### src/rtl/if_fetch_if.sv
// Fetch-unit bus bundle: execute redirect, decoder handoff and byte-memory port.
//   master : the fetch unit (drives memory requests and the decoder handoff)
//   slave  : the surrounding pipeline/memory (drives redirect, ready, grant, data)
interface if_fetch_if;
  logic        jump_en;
  logic [31:0] jump_target;
  logic        id_ready;
  logic        mem_rd_en;
  logic [31:0] mem_addr;
  logic        mem_gnt;
  logic [7:0]  mem_din;
  logic [31:0] pc_out;
  logic [31:0] inst_out;
  logic        inst_valid;

  modport master (
    input  jump_en, jump_target, id_ready, mem_gnt, mem_din,
    output mem_rd_en, mem_addr, pc_out, inst_out, inst_valid
  );

  modport slave (
    output jump_en, jump_target, id_ready, mem_gnt, mem_din,
    input  mem_rd_en, mem_addr, pc_out, inst_out, inst_valid
  );
endinterface

### src/rtl/if_fetch.sv
// Instruction fetch over a byte-wide memory port. Issues four byte reads
// (PC..PC+3), assembles them little-endian into a 32-bit instruction and holds
// it for the decoder until accepted. A redirect from execute flushes all
// in-flight work and restarts at the word-aligned jump target.
//   clk, rst             : clock, synchronous active-high reset
//   bus.jump_en/target   : redirect request and byte address
//   bus.id_ready         : decoder accepts the held instruction
//   bus.mem_rd_en/addr   : byte-read request (combinational)
//   bus.mem_gnt          : request accepted when rd_en & gnt
//   bus.mem_din          : byte for the request accepted one cycle earlier
//   bus.pc_out/inst_out/inst_valid : registered decoder handoff
module if_fetch #(
  parameter logic [31:0] RESET_PC = 32'h0
) (
  input logic       clk,
  input logic       rst,
  if_fetch_if.master bus
);

  typedef enum logic {FETCH, HOLD} state_t;

  state_t      state_q, state_d;
  logic [31:0] pc_q;
  logic [2:0]  issued_q;
  logic [2:0]  recv_q;
  logic        pending_q;   // a request was accepted last cycle; its byte is on mem_din now
  logic [31:0] pc_out_q;
  logic [31:0] inst_q;
  logic        valid_q;

  logic        rd_en;
  logic [31:0] addr;
  logic        accept;
  logic        capture;
  logic        transfer;

  always_comb begin
    state_d  = state_q;
    rd_en    = 1'b0;
    addr     = pc_q + {29'd0, issued_q};
    capture  = pending_q && !bus.jump_en;
    transfer = 1'b0;
    unique case (state_q)
      FETCH: begin
        rd_en = (issued_q < 3'd4) && !bus.jump_en;
        if (capture && recv_q == 3'd3) state_d = HOLD;
      end
      HOLD: begin
        transfer = bus.id_ready && !bus.jump_en;
        if (transfer) state_d = FETCH;
      end
      default: state_d = FETCH;
    endcase
    if (bus.jump_en) state_d = FETCH;
    if (rst) begin
      state_d = FETCH;
      rd_en   = 1'b0;
      addr    = '0;
    end
    accept = rd_en && bus.mem_gnt;
  end

  always_ff @(posedge clk) begin
    state_q <= state_d;
  end

  always_ff @(posedge clk) begin
    if (rst) begin
      pc_q      <= RESET_PC;
      issued_q  <= '0;
      recv_q    <= '0;
      pending_q <= 1'b0;
      pc_out_q  <= '0;
      inst_q    <= '0;
      valid_q   <= 1'b0;
    end else if (bus.jump_en) begin
      // Dropping pending_q discards the byte of any request already in flight.
      pc_q      <= {bus.jump_target[31:2], 2'b00};
      issued_q  <= '0;
      recv_q    <= '0;
      pending_q <= 1'b0;
      valid_q   <= 1'b0;
    end else begin
      pending_q <= accept;
      if (accept) issued_q <= issued_q + 3'd1;
      if (capture) begin
        inst_q[{recv_q[1:0], 3'b000} +: 8] <= bus.mem_din;
        recv_q <= recv_q + 3'd1;
        if (recv_q == 3'd3) begin
          valid_q  <= 1'b1;
          pc_out_q <= pc_q;
        end
      end
      if (transfer) begin
        valid_q  <= 1'b0;
        pc_q     <= pc_q + 32'd4;
        issued_q <= '0;
        recv_q   <= '0;
      end
    end
  end

  assign bus.mem_rd_en  = rd_en;
  assign bus.mem_addr   = addr;
  assign bus.pc_out     = pc_out_q;
  assign bus.inst_out   = inst_q;
  assign bus.inst_valid = valid_q;

endmodule

### src/flat_wrapper.sv
// flat-port wrapper written by rule: the top's interface ports become plain ports
module if_fetch_flat 
#(
  parameter logic [31:0] RESET_PC = 32'h0
)
  (clk, rst, bus_jump_en, bus_jump_target, bus_id_ready, bus_mem_gnt, bus_mem_din, bus_mem_rd_en, bus_mem_addr, bus_pc_out, bus_inst_out, bus_inst_valid);
  if_fetch_if bus_i ();
  input logic clk;
  input logic rst;
  input wire logic [$bits(bus_i.jump_en)-1:0] bus_jump_en;
  input wire logic [$bits(bus_i.jump_target)-1:0] bus_jump_target;
  input wire logic [$bits(bus_i.id_ready)-1:0] bus_id_ready;
  input wire logic [$bits(bus_i.mem_gnt)-1:0] bus_mem_gnt;
  input wire logic [$bits(bus_i.mem_din)-1:0] bus_mem_din;
  output wire logic [$bits(bus_i.mem_rd_en)-1:0] bus_mem_rd_en;
  output wire logic [$bits(bus_i.mem_addr)-1:0] bus_mem_addr;
  output wire logic [$bits(bus_i.pc_out)-1:0] bus_pc_out;
  output wire logic [$bits(bus_i.inst_out)-1:0] bus_inst_out;
  output wire logic [$bits(bus_i.inst_valid)-1:0] bus_inst_valid;
  assign bus_i.jump_en = bus_jump_en;
  assign bus_i.jump_target = bus_jump_target;
  assign bus_i.id_ready = bus_id_ready;
  assign bus_i.mem_gnt = bus_mem_gnt;
  assign bus_i.mem_din = bus_mem_din;
  assign bus_mem_rd_en = bus_i.mem_rd_en;
  assign bus_mem_addr = bus_i.mem_addr;
  assign bus_pc_out = bus_i.pc_out;
  assign bus_inst_out = bus_i.inst_out;
  assign bus_inst_valid = bus_i.inst_valid;
  if_fetch #(.RESET_PC(RESET_PC)) u_core (.clk(clk), .rst(rst), .bus(bus_i));
endmodule
### config.mk
export PLATFORM = sky130hd
export DESIGN_NAME = if_fetch_flat
export DESIGN_NICKNAME = d
export VERILOG_FILES = /design/src/rtl/if_fetch_if.sv /design/src/rtl/if_fetch.sv /design/src/flat_wrapper.sv
export SDC_FILE = /design/constraint.sdc
export NUM_CORES = 1
export LEC_CHECK = 0
export ABC_AREA = 0
export CAP_MARGIN = 25
export CELL_PAD_IN_SITES_DETAIL_PLACEMENT = 1
export CELL_PAD_IN_SITES_GLOBAL_PLACEMENT = 1
export CORE_AREA = 2 2 125 127
export CTS_CLUSTER_DIAMETER = 150
export CTS_CLUSTER_SIZE = 10
export DETAILED_ROUTE_END_ITERATION = 6
export DIE_AREA = 0 0 127 129
export GPL_ROUTABILITY_DRIVEN = 0
export PLACE_DENSITY_LB_ADDON = 0.1
export SYNTH_ARGS = -nofsm -noshare
export SYNTH_HDL_FRONTEND = slang
export SYNTH_SLANG_ARGS = --single-unit
### constraint.sdc
create_clock -name clk -period 3.1 [get_ports clk]
set_input_delay 0.62 -clock clk [delete_from_list [all_inputs] [get_ports clk]]
set_output_delay 0.62 -clock clk [all_outputs]
set_load 0.02 [all_outputs]
---- Word level (Yosys, flattened, before mapping) ----
Index checks and enable logic that the tools add are counted.
operators by class
  add/sub/neg operators ................... 5
  magnitude comparators ................... 1
  eq/ne operators ......................... 1
  shift operators ......................... 2
  muxes and demuxes ....................... 10
  bitwise operators ....................... 2
  reduce and logical (&&, ||, !) cells .... 12
operator list
  operator                                                                count
  32-bit two-way mux                                                      3
  32-bit by 3-bit adder with 32-bit output                                1
  32-bit by 3-bit adder with 32-bit output, second input constant         1
  32-bit bitwise mux                                                      1
  8-bit by 7-bit variable shift with 32-bit output, first input constant  1
  8-bit by 7-bit variable part select with 32-bit output                  1
  5-bit negation with 7-bit output                                        1
  3-bit by 1-bit adder with 3-bit output, second input constant           2
  1-bit logical AND                                                       5
  1-bit two-way mux                                                       5
  2-bit AND reduction                                                     2
  3-bit by 2-bit equality test with 1-bit output, second input constant   1
  3-bit < comparator, second input constant                               1
  3-bit AND reduction                                                     1
  3-bit OR reduction                                                      1
  1-bit inverter                                                          2
  1-bit case mux with 2 select lines                                      1
  2-bit nonzero test                                                      1
  2-bit OR reduction                                                      1
  1-bit zero test                                                         1
word-level totals
  flip-flop bits (word level) ............. 105

---- Depth between registers and ports, before layout ----
Gate-level depths: netlist of the first run.
  word-level depth ........................ 5
  depth in mapped cells ................... 8
  depth with buffers taken out ............ 6

---- Worst setup path before layout of the first run ----
Ideal clock, no wire load.
  path type ............................... reg-to-output
  from .................................... register u_core.pc_q[2]
  to ...................................... output port bus_mem_addr[26]
  arrival time ............................ 2194 ps
  slack ................................... 286 ps
  cell stages (with the launch flop) ...... 8
  cell sequence ........................... dfxtp_1 > ha_1 > ha_1 > nand3_1 > or3_1 > clkbuf_1 > or4_1 > a21oi_1
between the ends
  word-level cells in the longest chain between the ends .. 2
RTL lines
  what                                      RTL line            source
  from (decl)                               if_fetch.sv:23      logic [31:0] pc_q;
  from (signal assigned)                    if_fetch.sv:78      pc_q <= {bus.jump_target[31:2], 2'b00};
  from (signal assigned)                    if_fetch.sv:96      pc_q <= pc_q + 32'd4;
  32-bit by 3-bit adder with 32-bit output  if_fetch.sv:40      addr = pc_q + {29'd0, issued_q};
  32-bit two-way mux                        if_fetch.sv:55      if (rst) begin
  to (decl)                                 flat_wrapper.sv:16  output wire logic [$bits(bus_i.mem_addr)-1:0] bus_mem_addr;
Every way passes these cells.

---- Final worst setup path of the first run ----
  from .................................... register u_core.pc_q[24]
  to ...................................... output port bus_mem_addr[29]
Same word-level chain as after synthesis.

==> results.ini, run 1 <==
[run_status]
status = completed

[critical_path]
crit_path_end_kind = output port
slowest_stage = dfxtp_1
max_stage_delay_ps = 430
crit_type = register to output port
startpoint_type = register
arrival_ps = 2440
critPathTopFamily = simple AND/OR/NAND/NOR gates
crit_path_max_fanout = 5
path_buf_inv = 2
path_cells = nand4_1, buf_4, nor4_2, nor3b_2, mux2_2, dlygate4sd2_1
worstPathRequired_ps = 2480

[synth]
syn_area_per_cell_um2 = 7.96
synth-adder-area-share_pct = 2.51
ys_types = 46
ys.flop_type = dfxtp_1
postSynthCellCount = 626
synth_top_family_by_area = simple AND/OR/NAND/NOR gates
synth-edff-count = 0
async_flop_share_pct = 0
synth_mux_area_share_pct = 0.226
ys_ff_latch = 101
synth_xor_area_share_pct = 4.04
synth_area_mm2 = 0.00498
synth_compound_area_share_pct = 19.6
synth.yosys.seq_area_share_pct = 40.6
synth_simple_gate_area_share_pct = 27.4
yosys_warnings = 0

[detailed_routing]
drtPass1Iterations = 4
ant_nets = 0
vias = 5267
vias_per_cell = 5.37
post_drt_wl_per_cell_um = 18.0
wl_um = 17700
first_iter_violations = 280
remaining_drc_errors = 0

[cts]
cts_buffers = 9
clockBufferDepth = 2
root_buffer = clkbuf_16
cts-htree-levels = 3
cts.sinks = 101
cts_tree = done
path_clk_slew_ps = 70
insertion_delay_ps = 360

[sta]
maxSlewViolCount = 0
rsz0062_at_grt = yes
fin_crit_sh_pct = 98.7
finalHoldViolCount = 0
fmax_ghz = 0.327
skew_ps = 8.99
fin_crit_ps = 3060
final.setup.worst_slack_ps = 39.1
setup_violations = 0

[final_layout]
fillCellCount = 1807
area_growth_pct = 44.3
final_common_cell = clkdlybuf4s50_1
nets = 843
antenna_cells = 0
finalInstanceArea_mm2 = 0.00719
final_cell_mix = clkdlybuf4s50_1, dfxtp_1, nand2_1, nor2_1, buf_4
fin_util_pct = 48.0
drive_gt1_share_pct = 15.6

[global_route]
grt_overflow = 0
grt_pass1_wl_um = 28400
grt_max_degree = 40
grt.total_usage_pct = 21.7
grt_pass1_vias = 5578
antenna_found_initial = 0

[floorplan]
num_rows = 45
fp.dieArea_mm2 = 0.0164
initial_core_util_pct = 33.3
pin_count = 143
die_w_um = 127
dieHeight_um = 129
core_area_mm2 = 0.0150

[power]
ir_worst_vdd_v = 0.000267
p_leak_nw = 2.53
power.density_mw_per_mm2 = 390

[placed_design]
place_hpwl_um = 13000
port_buffers = 138
place_ws_ps = -168
dpl_cell_area_mm2 = 0.00688

[job]
max_cap_viol_count = 0

[hold_path]
hold_class = register to register

[cell type report]
class	instances	area [um2]	share of cell area [%]
multi-input combinational	460	2750	38.3
sequential	101	2030	28.2
timing repair buffer	206	1850	25.8
tap	188	235	3.27
clock buffer	9	225	3.13
clock inverter	7	55.1	0.766
inverter	10	37.5	0.522
[synthesized netlist by cell type, types with 2 or more instances]
cell type    n  area share (%)
a211oi_1    11             1.7
a21oi_1     51             5.1
a221oi_1     2            0.35
a22oi_1     32             4.8
a311oi_1    15             2.6
a31oi_1      2            0.25
and2_1       3            0.38
and3_1       3            0.38
and4_1       3            0.53
buf_1        2            0.15
buf_2        7            0.70
buf_4        3            0.45
clkbuf_1    43             3.2
dfxtp_1    101              41
ha_1        10             2.5
inv_1       10            0.75
nand2_1     86             6.5
nand3_1      8            0.80
nand3b_1     5            0.75
nand4_1     14             1.8
nor2_1      85             6.4
nor2b_1      6            0.75
nor3_1       4            0.40
nor3b_1      3            0.45
nor4_1      10             1.3
nor4b_1      2            0.35
o21ai_0     14             1.4
o31ai_1     18             2.7
or2_2        2            0.25
or3_1       14             1.8
or4_1       21             3.2
xnor2_1     15             2.6
xor2_1       8             1.4
[worst register-to-register path, stage by stage (launching register included)]
cell,delay [ps]
dfxtp_1,410
nand4_1,150
buf_4,180
or4_1,500
buf_4,220
or4_1,410
a311oi_1,310
[repair_timing]
action	4_1_cts	5_1_grt
pin swaps	1	2
endpoints found under the setup margin	19	19
buffers inserted	1	0
gates resized for setup	47	32
hold buffers	0	0
[per-layer routing]
| metal | global-route usage (%) | vias to the layer above | part of all wire (%) |
|---|---|---|---|
| li1 | - | 2566 | - |
| met1 | 24.7 | 2543 | 42 |
| met2 | 39.3 | 134 | 50 |
| met3 | 6.32 | 24 | 6.2 |
| met4 | 6.85 | 0 | 2.0 |
| met5 | 0 | - | 0 |
[power by group]
group          internal (mW)  switching (mW)
clock                  0.555           0.540
sequential              1.33          0.0378
combinational          0.159           0.185
total                   2.04           0.763
[logic make-up (layout without fill, tap and decap cells)]
group,count (synthesis),after routing
buffers and inverters,66,232
flip-flops,101,101
AO/OA/AOI/OAI,149,149
other,1,2
adder cells (fa/ha/maj),10,10
AND/OR/NAND/NOR,275,275
multiplexers,1,1
XOR/XNOR,23,23
[stage by stage]
| stage | hold slack, ps | instances | setup TNS (ps) | power, mW |
|---|---|---|---|---|
| after floorplan | 448 | 627 | 0 | 1.56 |
| after global placement | 443 | 964 | -454 | 1.74 |
| after detailed placement | 452 | 964 | -869 | 1.75 |
| after CTS | 459 | 981 | 0 | 2.85 |
| after global routing | 485 | 981 | -60.0 | 2.93 |
| final | 457 | 981 | 0 | 2.81 |
[final timing paths]
check                                            from                     to  slack, ps  cells after the start
worst min-delay path            u_core.bus.pc_out[21]  u_core.bus.pc_out[21]        460                      2
worst max-delay path                  u_core.pc_q[24]       bus_mem_addr[29]         40                      6
worst min register to register  u_core.bus.pc_out[21]  u_core.bus.pc_out[21]        460                      2
worst max register to register         u_core.pc_q[9]        u_core.pc_q[21]        810                      6
[flip-flops by register name, indices dropped and copies added (netlist names)]
name / count
u_core.bus.inst_valid: 1
u_core.recv_q: 3
u_core.bus.inst_out: 32
u_core.pc_q: 30
u_core.bus.pc_out: 30
u_core.pending_q: 1
u_core.issued_q: 3
u_core.state_q: 1
No activity file was read; power rests on OpenSTA's default activity.
==> run 2, diff against run 1 <==
--- a/config.mk
+++ b/config.mk
@@ -6,6 +6,7 @@
 export NUM_CORES = 1
 export LEC_CHECK = 0
 export ABC_AREA = 0
+export ABC_CLOCK_PERIOD_IN_PS = 3100
 export CAP_MARGIN = 25
 export CELL_PAD_IN_SITES_DETAIL_PLACEMENT = 1
 export CELL_PAD_IN_SITES_GLOBAL_PLACEMENT = 1
==> results of run 2 <==
The final DEF is identical to that of run 1; final timing and power are the same.
==> run 3, diff against run 2 <==
--- a/config.mk
+++ b/config.mk
@@ -10,11 +10,11 @@
 export CAP_MARGIN = 25
 export CELL_PAD_IN_SITES_DETAIL_PLACEMENT = 1
 export CELL_PAD_IN_SITES_GLOBAL_PLACEMENT = 1
-export CORE_AREA = 2 2 125 127
+export CORE_AREA = 2 2 139 114
 export CTS_CLUSTER_DIAMETER = 150
 export CTS_CLUSTER_SIZE = 10
 export DETAILED_ROUTE_END_ITERATION = 6
-export DIE_AREA = 0 0 127 129
+export DIE_AREA = 0 0 141 116
 export GPL_ROUTABILITY_DRIVEN = 0
 export PLACE_DENSITY_LB_ADDON = 0.1
 export SYNTH_ARGS = -nofsm -noshare
==> constraint.sdc (replaced) <==
create_clock -name clk -period 3.1 [get_ports clk]
set_input_delay 0.62 -clock clk [delete_from_list [all_inputs] [get_ports clk]]
set_output_delay 0.62 -clock clk [all_outputs]
set_load 0.01 [all_outputs]
==> results.ini, run 3 (synthesis results as in run 1) <==
[run_status]
status = completed

[final_layout]
final_cell_mix = clkdlybuf4s50_1, dfxtp_1, nand2_1, nor2_1, buf_4
instances_no_fill = 976
final_common_cell = clkdlybuf4s50_1
finalInstanceArea_mm2 = 0.00723
fin_util_pct = 48.6
largest_reg_flops = 32
antenna_cells = 0
drive_gt1_share_pct = 15.5
area_growth_pct = 45.1
fillCellCount = 1769
nets = 837

[critical_path]
crit_path_end_kind = output port
crit_type = register to output port
cp-startpoint = u_core.issued_q[2]
reg2reg_from = u_core.pc_q[10]
arrival_ps = 2410
startpoint_type = register
worstPathRequired_ps = 2480
crit_path_max_fanout = 6
r2r_cells = 5

[sta]
fmax_ghz = 0.330
slew_headroom_pct = 66.2
skew_ps = 6.24
rsz0062_at_grt = no
finalHoldViolCount = 0
tns_ps = 0
worstMarginPinSlew_ps = 495
fin_crit_ps = 3030
fin_crit_sh_pct = 97.9
setup_violations = 0
maxSlewViolCount = 0

[global_route]
grt.total_usage_pct = 21.6
grt_overflow = 0
grt_pass1_vias = 5393
grt_max_degree = 44
antenna_found_initial = 0
grt_pass1_wl_um = 28000

[detailed_routing]
ant_nets = 0
wl_met3_um = 831
met2_length_um = 8610
wl_um = 17600
drtPass1Iterations = 4
remaining_drc_errors = 0
first_iter_violations = 319
vias = 5233
post_drt_wl_per_cell_um = 18.0
wl_met1_um = 7970
highest_layer = met4
vias_per_cell = 5.36

[floorplan]
num_rows = 40
initial_core_util_pct = 33.5
core_area_mm2 = 0.0149
pin_count = 143
fp.dieArea_mm2 = 0.0164
dieHeight_um = 116
die_w_um = 141

[cts]
clockBufferDepth = 2
postCtsSetupBuffers = 0
insertion_delay_ps = 360
hold_buffers = 0
cts.sinks = 101
cts-htree-levels = 3
cts_tree = done
cts_buffers = 9
path_clk_slew_ps = 70
root_buffer = clkbuf_16

[power]
p_leak_nw = 2.44
power.density_mw_per_mm2 = 391
ir_worst_vdd_v = 0.000298
finalPower_mw = 2.83

[hold_path]
hp-start = u_core.bus.pc_out[21]
hold_class = register to register
worstHoldPathCells = 2

[job]
max_cap_viol_count = 0

[placed_design]
place_hpwl_um = 12900
port_buffers = 138
place_inst = 960
dpl_cell_area_mm2 = 0.00687

## run 3: cell types whose count changed in the layout (fill, tap and decap cells not counted), sizes merged
cell	before	now
clkbuf	13	14
clkdlybuf4s15	2	4
clkdlybuf4s50	114	121
dlymetal6s2s	4	0
buf	77	64
clkinv	3	2
inv	13	14
dlygate4sd2	5	6
## run 3: final cells by class
cell class                      instances  area [um2]  share of cell area (%)
Clock buffer                            9         225                    3.12
Inverter                               10        37.5                   0.519
Timing Repair Buffer                  200        1850                    25.6
Multi-Input combinational cell        460        2780                    38.4
Clock inverter                          7        66.3                   0.917
Tap cell                              189         236                    3.27
Sequential cell                       101        2040                    28.2
## run 3: where the power goes
part,internal (mW),switching (mW),leakage (nW)
combinational,0.160,0.165,1.48
sequential,1.33,0.0429,0.825
clock,0.565,0.566,0.142
## run 3: per-layer routing
metal  global-route usage, %  up-vias
met3                    4.17       10
met4                    4.53        0
met5                       0        -
met1                    27.7     2548
li1                        -     2560
met2                    38.2      115
## run 3: through the flow
stage | hold WS, ps | worst slack (ps)
CTS | 459 | 5.22
floorplan | 448 | 427
global route | 482 | 1.47
finish | 455 | 65.9
global placement | 444 | 31.7
detailed placement | 450 | -42.9
## run 3: what timing repair did
item / CTS / global route
resized for setup: 44 / 23
hold endpoints to repair: 0 / 0
endpoints found under the setup margin: 16 / 16
pin swaps: 5 / 3
## run 3: critical path, cell delays in order (launching register included)
cell             delay, ps
dfxtp_4                370
ha_4                   140
ha_4                   130
nand3_2                100
or3_4                  450
or4_4                  500
a21oi_2                140
clkdlybuf4s15_2        230
## run 3: path summary, 6_finish.rpt
check / end / slack (ps)
setup / recovery: bus_mem_addr[26] / 70
hold / removal: u_core.bus.pc_out[21] / 460
setup reg to reg: u_core.pc_q[22] / 900
hold reg to reg: u_core.bus.pc_out[21] / 460
==> patch: new RTL, config.mk and constraints of run 2 <==
Reset style: asynchronous (`rst`), changed in one clocked block. Comments in the files are not updated.
--- a/src/rtl/if_fetch.sv
+++ b/src/rtl/if_fetch.sv
@@ -64,7 +64,7 @@
     state_q <= state_d;
   end
 
-  always_ff @(posedge clk) begin
+  always_ff @(posedge clk or posedge rst) begin
     if (rst) begin
       pc_q      <= RESET_PC;
       issued_q  <= '0;
Check against the original RTL: differs if rst is asserted again (counterexample within 4 cycles, from zero or initial values and one cycle with rst high); with rst held inactive, the same outputs for 4 cycles.
==> patch against run 2 <==
- combinational power rose by 74%
- global-route usage rose by 0.24 points
- routed wire length fell by 2.0%
- total power rose by 15%
- clock skew rose by 0.0052 ns
- synthesized cell count fell by 17%
- synthesized area rose by 4.1%
- via count fell by 8.7%
- setup slack improved by 0.060 ns
- design area rose by 5.8%
- first-iteration DRC count fell by 24%
- sequential cell count did not move
- clock power rose by 8%
- critical path type unchanged
- largest power group unchanged
- highest routed layer unchanged
==> patch: results (changes against run 2) <==
----------------------------------------------------
[Status]
  Result of the run ... finished clean

[Final layout]
  Share of cells above drive strength 1 ... 24.3% (+8.6 points)
  Net count, final ... 758 (-10%)
  Filler-free cell count of the finished design ... 897 (-8.6%)

[Logic synthesis]
  Synthesized instance count ... 517 (-17%)
  Most frequent cells after synthesis ... sky130_fd_sc_hd__dfrtp_1 (100), sky130_fd_sc_hd__nand2_1 (39), sky130_fd_sc_hd__nor2_1 (36)
  Yosys cell types ... 41 (-11%)
  Most used DFF post-synth ... sky130_fd_sc_hd__dfrtp_1
  Proportion of synthesized chip area in sequential cells ... 48.6% (+8.1 points)
  Share of cell area taken by muxes after synthesis ... 6.25% (+6.0 points)
  Async set-reset flop share out of synthesis ... 99.0% (+99 points)
  Compound-gate portion of the synthesized area ... 14.8% (-4.9 points)

[Placed design]
  Cell count after placement ... 875 (-9.2%)
  Placement Cell Area ... 7200 µm² (+4.7%)
  Detailed placement HPWL ... 12,800 µm (-1.1%)
  Setup slack after placement ... -0.125 ns (+0.0424 ns)

[GRT]
  Global-route usage over all layers ... 21.9% (+0.24 points)
  Global-route wire length before repair ... 28,100 µm (-0.85%)

[Routing]
  Total length of routed met2 wires ... 8620 µm (-2.0%)
  Routed WL per cell ... 19.3 µm (+7.2%)
  Met3 WL ... 728 µm (-34%)
  Number of design-rule violations left by the first detailed-router iteration ... 212 (-24%)

[Worst setup path]
  Origin of the worst setup path ... u_core.issued_q[2]$_DFFE_PP0P_
  R2r worst-path depth ... 7 (+1)
  Worst setup path endpoint ... bus_mem_addr[26]
  Critical register-to-register path startpoint ... u_core.pc_q[2]$_DFFE_PP0P_
  Setup slack of the most critical reg-to-reg path ... 0.62 ns (-0.19 ns)

[Timing]
  Final hold slack ... 0.489 ns (+0.0322 ns)

[Hold path]
  End of the worst hold path ... u_core.bus.pc_out[26]$_DFFE_PP0P_

----------------------------------------------------
==> patch: changes by cell type after synthesis, sizes merged, moves of 11 or more <==
cell	before	now
dfrtp	0	100
nor3	4	15
a21oi	51	19
a31oi	2	13
mux2	1	27
a22o	0	32
clkbuf	43	22
nor2	85	36
o21ai	14	32
dfxtp	101	1
nand2	86	39
a311oi	15	0
a22oi	32	0
==> patch: cells by family (layout without fill, tap and decap cells) <==
kind of cell               count (synthesis)  after routing
and+or+nand+nor                          179            179
AOI/OAI and AO/OA                        115            115
DFF                                      101            101
buffers and inverters                     58            249
muxes                                     29             29
xor gates and xnor gates                  25             25
adders and majority gates                  9              9
other                                      1              2
==> patch: power breakdown <==
part	total [mW]	internal, mW	switching, mW
clock network	1.18	0.579	0.598
logic	0.602	0.285	0.316
registers	1.45	1.38	0.0678
==> patch: per-layer routing <==
metal / vias up / GRT usage, %
met5: - / 0
met4: 0 / 6.14
met3: 12 / 4.16
met2: 120 / 36.5
met1: 2426 / 29.5
li1: 2252 / -
==> patch: cell type report <==
type,instances,area [µm²]
sequential,101,2520
fill,1642,7370
clock inverter,7,86.3
multi-input combinational,359,2510
clock buffer,9,225
tap,188,235
timing repair buffer,219,1970
inverter,14,56.3
==> patch: timing repair <==
item | in CTS | in global routing
hold buffers | 0 | 0
resized for setup | 65 | 27
pin swaps | 2 | 3
endpoints found under the setup margin | 20 | 16
buffers inserted | 2 | 4
cloned | 0 | 0
==> patch: critical path, stage by stage, from the launching register on <==
cell	delay (ns)
sky130_fd_sc_hd__dfrtp_1	0.40
sky130_fd_sc_hd__ha_4	0.16
sky130_fd_sc_hd__nand4_1	0.16
sky130_fd_sc_hd__or4_4	0.49
sky130_fd_sc_hd__or3_1	0.34
sky130_fd_sc_hd__a211oi_2	0.28
sky130_fd_sc_hd__buf_4	0.19
